==> src/rtl/mc_controller_pkg.sv <==
// Shared types for the multi-cycle controller: states, opcodes, encodings.
// Control word bundle plus dispatch and reset-gating helpers.
package mc_ctrl_pkg;

  typedef enum logic [3:0] {
    S_FETCH   = 4'd0,
    S_DECODE  = 4'd1,
    S_MEMADR  = 4'd2,
    S_MEMRD   = 4'd3,
    S_MEMWB   = 4'd4,
    S_MEMWR   = 4'd5,
    S_EXEC    = 4'd6,
    S_ALUWB   = 4'd7,
    S_BRANCH  = 4'd8,
    S_IMM_EX  = 4'd9,
    S_IMM_WB  = 4'd10,
    S_JUMP    = 4'd11,
    S_JAL     = 4'd12,
    S_ILLEGAL = 4'd13
  } state_e;

  localparam logic [5:0] OP_RTYPE = 6'b000000;
  localparam logic [5:0] OP_J     = 6'b000010;
  localparam logic [5:0] OP_JAL   = 6'b000011;
  localparam logic [5:0] OP_BEQ   = 6'b000100;
  localparam logic [5:0] OP_BNE   = 6'b000101;
  localparam logic [5:0] OP_ADDI  = 6'b001000;
  localparam logic [5:0] OP_SLTI  = 6'b001010;
  localparam logic [5:0] OP_ANDI  = 6'b001100;
  localparam logic [5:0] OP_ORI   = 6'b001101;
  localparam logic [5:0] OP_LW    = 6'b100011;
  localparam logic [5:0] OP_SW    = 6'b101011;

  localparam logic [2:0] ALU_ADD   = 3'b000;
  localparam logic [2:0] ALU_SUB   = 3'b001;
  localparam logic [2:0] ALU_FUNCT = 3'b010;
  localparam logic [2:0] ALU_AND   = 3'b011;
  localparam logic [2:0] ALU_OR    = 3'b100;
  localparam logic [2:0] ALU_SLT   = 3'b101;

  localparam logic [1:0] MT_ALUOUT = 2'b00;
  localparam logic [1:0] MT_MDR    = 2'b01;
  localparam logic [1:0] MT_PC     = 2'b10;

  localparam logic [1:0] IN2_B     = 2'b00;
  localparam logic [1:0] IN2_FOUR  = 2'b01;
  localparam logic [1:0] IN2_IMM   = 2'b10;
  localparam logic [1:0] IN2_IMMSH = 2'b11;

  localparam logic [1:0] PC_ALU    = 2'b00;
  localparam logic [1:0] PC_ALUOUT = 2'b01;
  localparam logic [1:0] PC_JUMP   = 2'b10;

  typedef struct packed {
    logic       mem_req;
    logic       id_sel;
    logic       ir_we;
    logic       pc_we;
    logic       dm_we;
    logic       rf_we;
    logic       branch;
    logic       branch_ne;
    logic       rfd_sel;
    logic       rf_a3_ra;
    logic [1:0] mtorf_sel;
    logic       alu_in1_sel;
    logic [1:0] alu_in2_sel;
    logic       imm_zext;
    logic [2:0] alu_op;
    logic [1:0] pc_sel;
    logic       instr_done;
  } ctrl_t;

  function automatic state_e dispatch(
    input logic [5:0] op
  );
    state_e s;
    s = S_ILLEGAL;
    unique case (1'b1)
      (op == OP_LW) || (op == OP_SW):
        s = S_MEMADR;
      op == OP_RTYPE:
        s = S_EXEC;
      (op == OP_BEQ) || (op == OP_BNE):
        s = S_BRANCH;
      (op == OP_ADDI) || (op == OP_ANDI)
        || (op == OP_ORI) || (op == OP_SLTI):
        s = S_IMM_EX;
      op == OP_J:
        s = S_JUMP;
      op == OP_JAL:
        s = S_JAL;
      default:
        s = S_ILLEGAL;
    endcase
    return s;
  endfunction

  // Anything that commits state or talks to memory is held off in reset.
  function automatic ctrl_t rst_gate(
    input ctrl_t c
  );
    ctrl_t g;
    g            = c;
    g.mem_req    = 1'b0;
    g.ir_we      = 1'b0;
    g.pc_we      = 1'b0;
    g.dm_we      = 1'b0;
    g.rf_we      = 1'b0;
    g.branch     = 1'b0;
    g.branch_ne  = 1'b0;
    g.instr_done = 1'b0;
    return g;
  endfunction

endpackage

==> src/rtl/mc_controller_if.sv <==
// Controller <-> datapath bundle; master = controller side.
// MC_CTRL_TRAP_EN adds the illegal_op status line.
interface mc_controller_if #(
  parameter int OPCODE_W = 6,
  parameter int ALUOP_W  = 3
);
  logic [OPCODE_W-1:0] opcode;
  logic                mem_ready;
  logic                mem_req;
  logic                id_sel;
  logic                ir_we;
  logic                pc_we;
  logic                dm_we;
  logic                rf_we;
  logic                branch;
  logic                branch_ne;
  logic                rfd_sel;
  logic                rf_a3_ra;
  logic [1:0]          mtorf_sel;
  logic                alu_in1_sel;
  logic [1:0]          alu_in2_sel;
  logic                imm_zext;
  logic [ALUOP_W-1:0]  alu_op;
  logic [1:0]          pc_sel;
  logic                instr_done;
  logic [3:0]          state_o;
`ifdef MC_CTRL_TRAP_EN
  logic                illegal_op;
`endif

  modport master (
`ifdef MC_CTRL_TRAP_EN
    output illegal_op,
`endif
    input  opcode, mem_ready,
    output mem_req, id_sel,
    output ir_we, pc_we, dm_we, rf_we,
    output branch, branch_ne,
    output rfd_sel, rf_a3_ra, mtorf_sel,
    output alu_in1_sel, alu_in2_sel,
    output imm_zext, alu_op, pc_sel,
    output instr_done, state_o
  );

  modport slave (
`ifdef MC_CTRL_TRAP_EN
    input  illegal_op,
`endif
    output opcode, mem_ready,
    input  mem_req, id_sel,
    input  ir_we, pc_we, dm_we, rf_we,
    input  branch, branch_ne,
    input  rfd_sel, rf_a3_ra, mtorf_sel,
    input  alu_in1_sel, alu_in2_sel,
    input  imm_zext, alu_op, pc_sel,
    input  instr_done, state_o
  );
endinterface

==> src/rtl/mc_controller_outdec.sv <==
// Control word decode from current state, opcode and mem_ready.
// MC_CTRL_TRAP_EN: ILLEGAL drives nothing; otherwise it retires as a NOP.
module mc_ctrl_outdec
  import mc_ctrl_pkg::*;
(
  input  state_e     state_i,
  input  logic [5:0] opcode_i,
  input  logic       mem_ready_i,
  output ctrl_t      ctrl_o
);

  always_comb begin
    ctrl_o = '0;
    case (state_i)
      S_FETCH: begin
        ctrl_o.mem_req     = 1'b1;
        ctrl_o.alu_in2_sel = IN2_FOUR;
        ctrl_o.alu_op      = ALU_ADD;
        ctrl_o.pc_sel      = PC_ALU;
        ctrl_o.ir_we       = mem_ready_i;
        ctrl_o.pc_we       = mem_ready_i;
      end
      S_DECODE: begin
        ctrl_o.alu_in2_sel = IN2_IMMSH;
        ctrl_o.alu_op      = ALU_ADD;
      end
      S_MEMADR: begin
        ctrl_o.alu_in1_sel = 1'b1;
        ctrl_o.alu_in2_sel = IN2_IMM;
        ctrl_o.alu_op      = ALU_ADD;
      end
      S_MEMRD: begin
        ctrl_o.mem_req = 1'b1;
        ctrl_o.id_sel  = 1'b1;
      end
      S_MEMWB: begin
        ctrl_o.rf_we      = 1'b1;
        ctrl_o.mtorf_sel  = MT_MDR;
        ctrl_o.instr_done = 1'b1;
      end
      S_MEMWR: begin
        ctrl_o.mem_req    = 1'b1;
        ctrl_o.id_sel     = 1'b1;
        ctrl_o.dm_we      = 1'b1;
        ctrl_o.instr_done = mem_ready_i;
      end
      S_EXEC: begin
        ctrl_o.alu_in1_sel = 1'b1;
        ctrl_o.alu_in2_sel = IN2_B;
        ctrl_o.alu_op      = ALU_FUNCT;
      end
      S_ALUWB: begin
        ctrl_o.rf_we      = 1'b1;
        ctrl_o.rfd_sel    = 1'b1;
        ctrl_o.mtorf_sel  = MT_ALUOUT;
        ctrl_o.instr_done = 1'b1;
      end
      S_BRANCH: begin
        ctrl_o.alu_in1_sel = 1'b1;
        ctrl_o.alu_in2_sel = IN2_B;
        ctrl_o.alu_op      = ALU_SUB;
        ctrl_o.pc_sel      = PC_ALUOUT;
        ctrl_o.instr_done  = 1'b1;
        ctrl_o.branch      = (opcode_i == OP_BEQ);
        ctrl_o.branch_ne   = (opcode_i == OP_BNE);
      end
      S_IMM_EX: begin
        ctrl_o.alu_in1_sel = 1'b1;
        ctrl_o.alu_in2_sel = IN2_IMM;
        unique case (1'b1)
          opcode_i == OP_ANDI: begin
            ctrl_o.alu_op   = ALU_AND;
            ctrl_o.imm_zext = 1'b1;
          end
          opcode_i == OP_ORI: begin
            ctrl_o.alu_op   = ALU_OR;
            ctrl_o.imm_zext = 1'b1;
          end
          opcode_i == OP_SLTI:
            ctrl_o.alu_op = ALU_SLT;
          default:
            ctrl_o.alu_op = ALU_ADD;
        endcase
      end
      S_IMM_WB: begin
        ctrl_o.rf_we      = 1'b1;
        ctrl_o.mtorf_sel  = MT_ALUOUT;
        ctrl_o.instr_done = 1'b1;
      end
      S_JUMP: begin
        ctrl_o.pc_sel     = PC_JUMP;
        ctrl_o.pc_we      = 1'b1;
        ctrl_o.instr_done = 1'b1;
      end
      // PC already holds PC+4 here, so it is the link value.
      S_JAL: begin
        ctrl_o.pc_sel     = PC_JUMP;
        ctrl_o.pc_we      = 1'b1;
        ctrl_o.rf_we      = 1'b1;
        ctrl_o.rf_a3_ra   = 1'b1;
        ctrl_o.mtorf_sel  = MT_PC;
        ctrl_o.instr_done = 1'b1;
      end
      S_ILLEGAL: begin
`ifndef MC_CTRL_TRAP_EN
        ctrl_o.instr_done = 1'b1;
`endif
      end
      default: ctrl_o = '0;
    endcase
  end

endmodule

==> src/rtl/mc_controller.sv <==
// Multi-cycle MIPS-subset main controller: state register and sequencing.
// MC_CTRL_TRAP_EN makes ILLEGAL absorbing and exposes illegal_op.
module mc_controller
  import mc_ctrl_pkg::*;
#(
  parameter int OPCODE_W = 6,
  parameter int ALUOP_W  = 3
) (
  input logic             clk,
  input logic             rst,
  mc_controller_if.master bus
);

  state_e              state_q;
  state_e              state_d;
  logic [OPCODE_W-1:0] opc;
  logic [5:0]          op;
  ctrl_t               ctrl;
  ctrl_t               ctrl_g;

  assign opc = bus.opcode;
  assign op  = opc[5:0];

  always_comb begin
    state_d = S_FETCH;
    case (state_q)
      S_FETCH:
        state_d = bus.mem_ready ? S_DECODE : S_FETCH;
      S_DECODE:
        state_d = dispatch(op);
      S_MEMADR: begin
        if (op == OP_SW)
          state_d = S_MEMWR;
        else if (op == OP_LW)
          state_d = S_MEMRD;
        else
          state_d = S_FETCH;
      end
      S_MEMRD:
        state_d = bus.mem_ready ? S_MEMWB : S_MEMRD;
      S_MEMWR:
        state_d = bus.mem_ready ? S_FETCH : S_MEMWR;
      S_EXEC:
        state_d = S_ALUWB;
      S_IMM_EX:
        state_d = S_IMM_WB;
`ifdef MC_CTRL_TRAP_EN
      S_ILLEGAL:
        state_d = S_ILLEGAL;
`endif
      default:
        state_d = S_FETCH;
    endcase
  end

  always_ff @(posedge clk) begin
    if (rst)
      state_q <= S_FETCH;
    else
      state_q <= state_d;
  end

  mc_ctrl_outdec u_outdec (
    .state_i     (state_q),
    .opcode_i    (op),
    .mem_ready_i (bus.mem_ready),
    .ctrl_o      (ctrl)
  );

  assign ctrl_g = rst ? rst_gate(ctrl) : ctrl;

  assign bus.mem_req     = ctrl_g.mem_req;
  assign bus.id_sel      = ctrl_g.id_sel;
  assign bus.ir_we       = ctrl_g.ir_we;
  assign bus.pc_we       = ctrl_g.pc_we;
  assign bus.dm_we       = ctrl_g.dm_we;
  assign bus.rf_we       = ctrl_g.rf_we;
  assign bus.branch      = ctrl_g.branch;
  assign bus.branch_ne   = ctrl_g.branch_ne;
  assign bus.rfd_sel     = ctrl_g.rfd_sel;
  assign bus.rf_a3_ra    = ctrl_g.rf_a3_ra;
  assign bus.mtorf_sel   = ctrl_g.mtorf_sel;
  assign bus.alu_in1_sel = ctrl_g.alu_in1_sel;
  assign bus.alu_in2_sel = ctrl_g.alu_in2_sel;
  assign bus.imm_zext    = ctrl_g.imm_zext;
  assign bus.alu_op      = ALUOP_W'(ctrl_g.alu_op);
  assign bus.pc_sel      = ctrl_g.pc_sel;
  assign bus.instr_done  = ctrl_g.instr_done;
  assign bus.state_o     = state_q;

`ifdef MC_CTRL_TRAP_EN
  assign bus.illegal_op  = (state_q == S_ILLEGAL);
`endif

endmodule

==> src/flat_wrapper.sv <==
// flat-port wrapper written by rule: the top's interface ports become plain ports
module mc_controller_flat import mc_ctrl_pkg::*;
#(
  parameter int OPCODE_W = 6,
  parameter int ALUOP_W  = 3
)
  (clk, rst, bus_opcode, bus_mem_ready, bus_mem_req, bus_id_sel, bus_ir_we, bus_pc_we, bus_dm_we, bus_rf_we, bus_branch, bus_branch_ne, bus_rfd_sel, bus_rf_a3_ra, bus_mtorf_sel, bus_alu_in1_sel, bus_alu_in2_sel, bus_imm_zext, bus_alu_op, bus_pc_sel, bus_instr_done, bus_state_o);
  mc_controller_if #(.OPCODE_W(OPCODE_W), .ALUOP_W(ALUOP_W)) bus_i ();
  input logic clk;
  input logic rst;
  input wire logic [$bits(bus_i.opcode)-1:0] bus_opcode;
  input wire logic [$bits(bus_i.mem_ready)-1:0] bus_mem_ready;
  output wire logic [$bits(bus_i.mem_req)-1:0] bus_mem_req;
  output wire logic [$bits(bus_i.id_sel)-1:0] bus_id_sel;
  output wire logic [$bits(bus_i.ir_we)-1:0] bus_ir_we;
  output wire logic [$bits(bus_i.pc_we)-1:0] bus_pc_we;
  output wire logic [$bits(bus_i.dm_we)-1:0] bus_dm_we;
  output wire logic [$bits(bus_i.rf_we)-1:0] bus_rf_we;
  output wire logic [$bits(bus_i.branch)-1:0] bus_branch;
  output wire logic [$bits(bus_i.branch_ne)-1:0] bus_branch_ne;
  output wire logic [$bits(bus_i.rfd_sel)-1:0] bus_rfd_sel;
  output wire logic [$bits(bus_i.rf_a3_ra)-1:0] bus_rf_a3_ra;
  output wire logic [$bits(bus_i.mtorf_sel)-1:0] bus_mtorf_sel;
  output wire logic [$bits(bus_i.alu_in1_sel)-1:0] bus_alu_in1_sel;
  output wire logic [$bits(bus_i.alu_in2_sel)-1:0] bus_alu_in2_sel;
  output wire logic [$bits(bus_i.imm_zext)-1:0] bus_imm_zext;
  output wire logic [$bits(bus_i.alu_op)-1:0] bus_alu_op;
  output wire logic [$bits(bus_i.pc_sel)-1:0] bus_pc_sel;
  output wire logic [$bits(bus_i.instr_done)-1:0] bus_instr_done;
  output wire logic [$bits(bus_i.state_o)-1:0] bus_state_o;
  assign bus_i.opcode = bus_opcode;
  assign bus_i.mem_ready = bus_mem_ready;
  assign bus_mem_req = bus_i.mem_req;
  assign bus_id_sel = bus_i.id_sel;
  assign bus_ir_we = bus_i.ir_we;
  assign bus_pc_we = bus_i.pc_we;
  assign bus_dm_we = bus_i.dm_we;
  assign bus_rf_we = bus_i.rf_we;
  assign bus_branch = bus_i.branch;
  assign bus_branch_ne = bus_i.branch_ne;
  assign bus_rfd_sel = bus_i.rfd_sel;
  assign bus_rf_a3_ra = bus_i.rf_a3_ra;
  assign bus_mtorf_sel = bus_i.mtorf_sel;
  assign bus_alu_in1_sel = bus_i.alu_in1_sel;
  assign bus_alu_in2_sel = bus_i.alu_in2_sel;
  assign bus_imm_zext = bus_i.imm_zext;
  assign bus_alu_op = bus_i.alu_op;
  assign bus_pc_sel = bus_i.pc_sel;
  assign bus_instr_done = bus_i.instr_done;
  assign bus_state_o = bus_i.state_o;
  mc_controller #(.OPCODE_W(OPCODE_W), .ALUOP_W(ALUOP_W)) u_core (.clk(clk), .rst(rst), .bus(bus_i));
endmodule
==> config.mk <==
export PLATFORM = sky130hd
export DESIGN_NAME = mc_controller_flat
export DESIGN_NICKNAME = d
export VERILOG_FILES = /design/src/rtl/mc_controller_pkg.sv /design/src/rtl/mc_controller_if.sv /design/src/rtl/mc_controller_outdec.sv /design/src/rtl/mc_controller.sv /design/src/flat_wrapper.sv
export SDC_FILE = /design/constraint.sdc
export NUM_CORES = 1
export LEC_CHECK = 0
export BUFFER_PORTS_ARGS = -buffer_cell sky130_fd_sc_hd__buf_2
export CORE_MARGIN = 2
export CORE_UTILIZATION = 47
export DETAILED_ROUTE_END_ITERATION = 8
export PLACE_DENSITY = 0.79
export SLEW_MARGIN = 25
export SYNTH_ARGS = -nofsm -noshare
export SYNTH_HDL_FRONTEND = slang
export SYNTH_HIERARCHICAL = 1
export SYNTH_SLANG_ARGS = --single-unit
export TNS_END_PERCENT = 5
==> constraint.sdc <==
create_clock -name clk -period 2.3 [get_ports clk]
set_input_delay 0.46 -clock clk [delete_from_list [all_inputs] [get_ports clk]]
set_output_delay 0.46 -clock clk [all_outputs]
set_load 0.01 [all_outputs]
==> impl_metrics.env <==
export IMPL_synth_cell_types=45
export IMPL_synth_compound_area_frac=0.242
export IMPL_die_y_um=45.7
export IMPL_core_area_mm2=0.00167
export IMPL_avgSynthCellArea_um2=6.69
export IMPL_clkTransAtPathRegs_ps=30
export IMPL_yosysTopAreaCellShare=0.0997
export IMPL_h_tree_depth=1
export IMPL_synthXorXnorAreaFrac=0.0322
export IMPL_tightest_slew_ps=398
export IMPL_hold_path_class="in -> reg"
export IMPL_gp_congestion=0.808
export IMPL_final_setup_tns_ps=0
export IMPL_ys_seq_elements=4
export IMPL_synthTopCellsByArea="nor2b_1 10%, dfxtp_1 9.8%, nor2_1 6.4%"
export IMPL_grt_max_degree=24
export IMPL_cts_tree="yes"
export IMPL_largest_reg_flops=4
export IMPL_port_buffers=34
export IMPL_grt_pass1_vias=823
export IMPL_vdd_drop_max_v=0.000420
export IMPL_drive_gt1_frac=0.369
export IMPL_slew_violations=0
export IMPL_cts_buffers=3
export IMPL_drc=0
export IMPL_diodes=0
export IMPL_cts_setup_buffers=0
export IMPL_io_pins=35
export IMPL_muxShareOfSynthArea=0.0521
export IMPL_power_density_mw_per_mm2=391
export IMPL_outcome="complete, no violations"
export IMPL_synthTopCellsByCount="14 x nor2_1, 13 x nor2b_1, 8 x o21ai_0"
export IMPL_leakage_nw=0.454
export IMPL_antenna_left=0
export IMPL_worst_ep_required_time_ps=1840
export IMPL_yosys_area_share_simple=0.514
export IMPL_synth_top_family_by_area="simple AND/OR/NAND/NOR gates"
export IMPL_rsz0062_at_grt="false"
export IMPL_vias=1040
export IMPL_dieArea_mm2=0.00208
export IMPL_track_usage=0.222
export IMPL_fp_dieW_um=45.7
export IMPL_seqCellArea_um2=80.1
export IMPL_startpoint="u_core/bus.state_o[2]"
export IMPL_final_net_count=168
export IMPL_crit_fanout=3
export IMPL_yosys_area_top_type="nor2b_1"
export IMPL_synth_most_common_cell="nor2_1"
export IMPL_timing_final_hold_violations=0
export IMPL_grt_overflow=0
export IMPL_holdBufCountCts=0
export IMPL_wl_per_cell_um=12.9
export IMPL_routed_wl_um=2240
export IMPL_syn_area_um2=816
export IMPL_critPathKind="reg -> out"
export IMPL_worstPathArrival_ps=1770
export IMPL_cts_root_buf="clkbuf_4"
export IMPL_fmax_ghz=0.449
export IMPL_drt_iter0_markers=43
export IMPL_async_reset_ff_frac=0
export IMPL_hpwl_um=1650
export IMPL_place_ws_ps=96.4
export IMPL_yosysWarnings=6
export IMPL_multi_input_area_um2=686
export IMPL_critPathLaunchType="flip-flop"
export IMPL_fin_ws_ps=74.9
export IMPL_cap_violations=0
export IMPL_netlist_instances=122
export IMPL_syn_to_final_growth_pct=27.5
export IMPL_core_rowCount=15
export IMPL_r2r_start="u_core/bus.state_o[1]"
export IMPL_numClockSinks=4
export IMPL_drt_first_pass_iters=5
export IMPL_period_minus_slack_ps=2230
export IMPL_synth_seq_area_share=0.0982
export IMPL_maxSlewHeadroom=0.728
export IMPL_setup_viol=0
export IMPL_clockBufferDepth=2
export IMPL_cts_repair_resized=0
export IMPL_hp_start="rst"
export IMPL_grt_pass1_wl_um=3380
export IMPL_synthAdderAreaFrac=0
export IMPL_clock_skew_final_ps=1.93
export IMPL_viasPerCell=5.98
export IMPL_end_kind="output port"
export IMPL_synth_edf_count=0
export IMPL_start_util=0.488
export IMPL_fillers=163
export IMPL_finalCritPeriodShare=0.967
export IMPL_synth_net_count=131
export IMPL_clock_latency_ps=230
export IMPL_antenna_found_initial=0
export IMPL_synth_flop_cell="dfxtp_1"
==> stage by stage <==
| step | hold slack [ps] | power (mW) | std cells | instance area (µm²) | util |
|---|---|---|---|---|---|
| floorplan | 617 | 0.244 | 122 | 816 | - |
| global placement | 686 | 0.314 | 171 | 1020 | 0.609 |
| detailed placement | 687 | 0.321 | 171 | 1020 | 0.609 |
| CTS | 584 | 0.409 | 174 | 1040 | 0.622 |
| global route | 599 | 0.439 | 174 | 1040 | 0.622 |
| finish | 582 | 0.407 | 174 | 1040 | 0.622 |
==> metal layers <==
metal / GRT usage / vias to the layer above / routed length [µm]
met3: 0.0595 / 2 / 105
met1: 0.271 / 487 / 957
met5: 0 / - / 0
met4: 0.0765 / 0 / 17
met2: 0.369 / 38 / 1160
li1: - / 513 / -
==> cells by family after synthesis <==
group	count (synthesis)
buffers and inverters	11
flip-flops	4
multiplexers	4
AO/OA/AOI/OAI	30
AND/OR/NAND/NOR	70
XOR/XNOR	3
==> final cells by class <==
| class | count | share of cell area |
|---|---|---|
| Timing Repair Buffer | 41 | 0.214 |
| Inverter | 2 | 0.00722 |
| Sequential cell | 4 | 0.0770 |
| Clock buffer | 3 | 0.0217 |
| Tap cell | 17 | 0.0205 |
| Multi-Input combinational cell | 107 | 0.659 |
==> critical path, stage by stage, from the launching register on <==
cell,delay (ps)
dfxtp_1,320
or4b_4,550
nor4_2,260
and2b_1,160
nor2b_1,110
buf_2,130
==> final timing paths <==
path,to,slack [ps],cells after the start
worst max register to register,u_core/bus.state_o[2],820,5
worst min register to register,u_core/bus.state_o[3],700,3
worst min-delay path,u_core/bus.state_o[3],580,2
worst max-delay path,bus_branch,70,5
==> cells in the final DEF (no fill, tap or decap), types with 3 or more instances in the layout <==
master,netlist,final
buf_2,1,34
nand2b_1,6,6
a21boi_0,3,3
dfxtp_1,4,4
nand2_1,5,5
clkbuf_4,0,3
buf_4,2,7
nor2b_1,13,13
xnor2_1,3,3
a21oi_1,5,5
o21ai_0,8,8
or2_2,4,4
nand3_1,5,5
nor2_1,14,14
o22ai_1,3,3
nor3_1,6,6
==> power breakdown <==
| group | switching [mW] | internal, mW | leakage, nW |
|---|---|---|---|
| Clock | 0.0261 | 0.0581 | 0.0138 |
| Combinational | 0.137 | 0.105 | 0.408 |
| Sequential | 0.00410 | 0.0764 | 0.0327 |
Power figures use the tool's default switching activity.
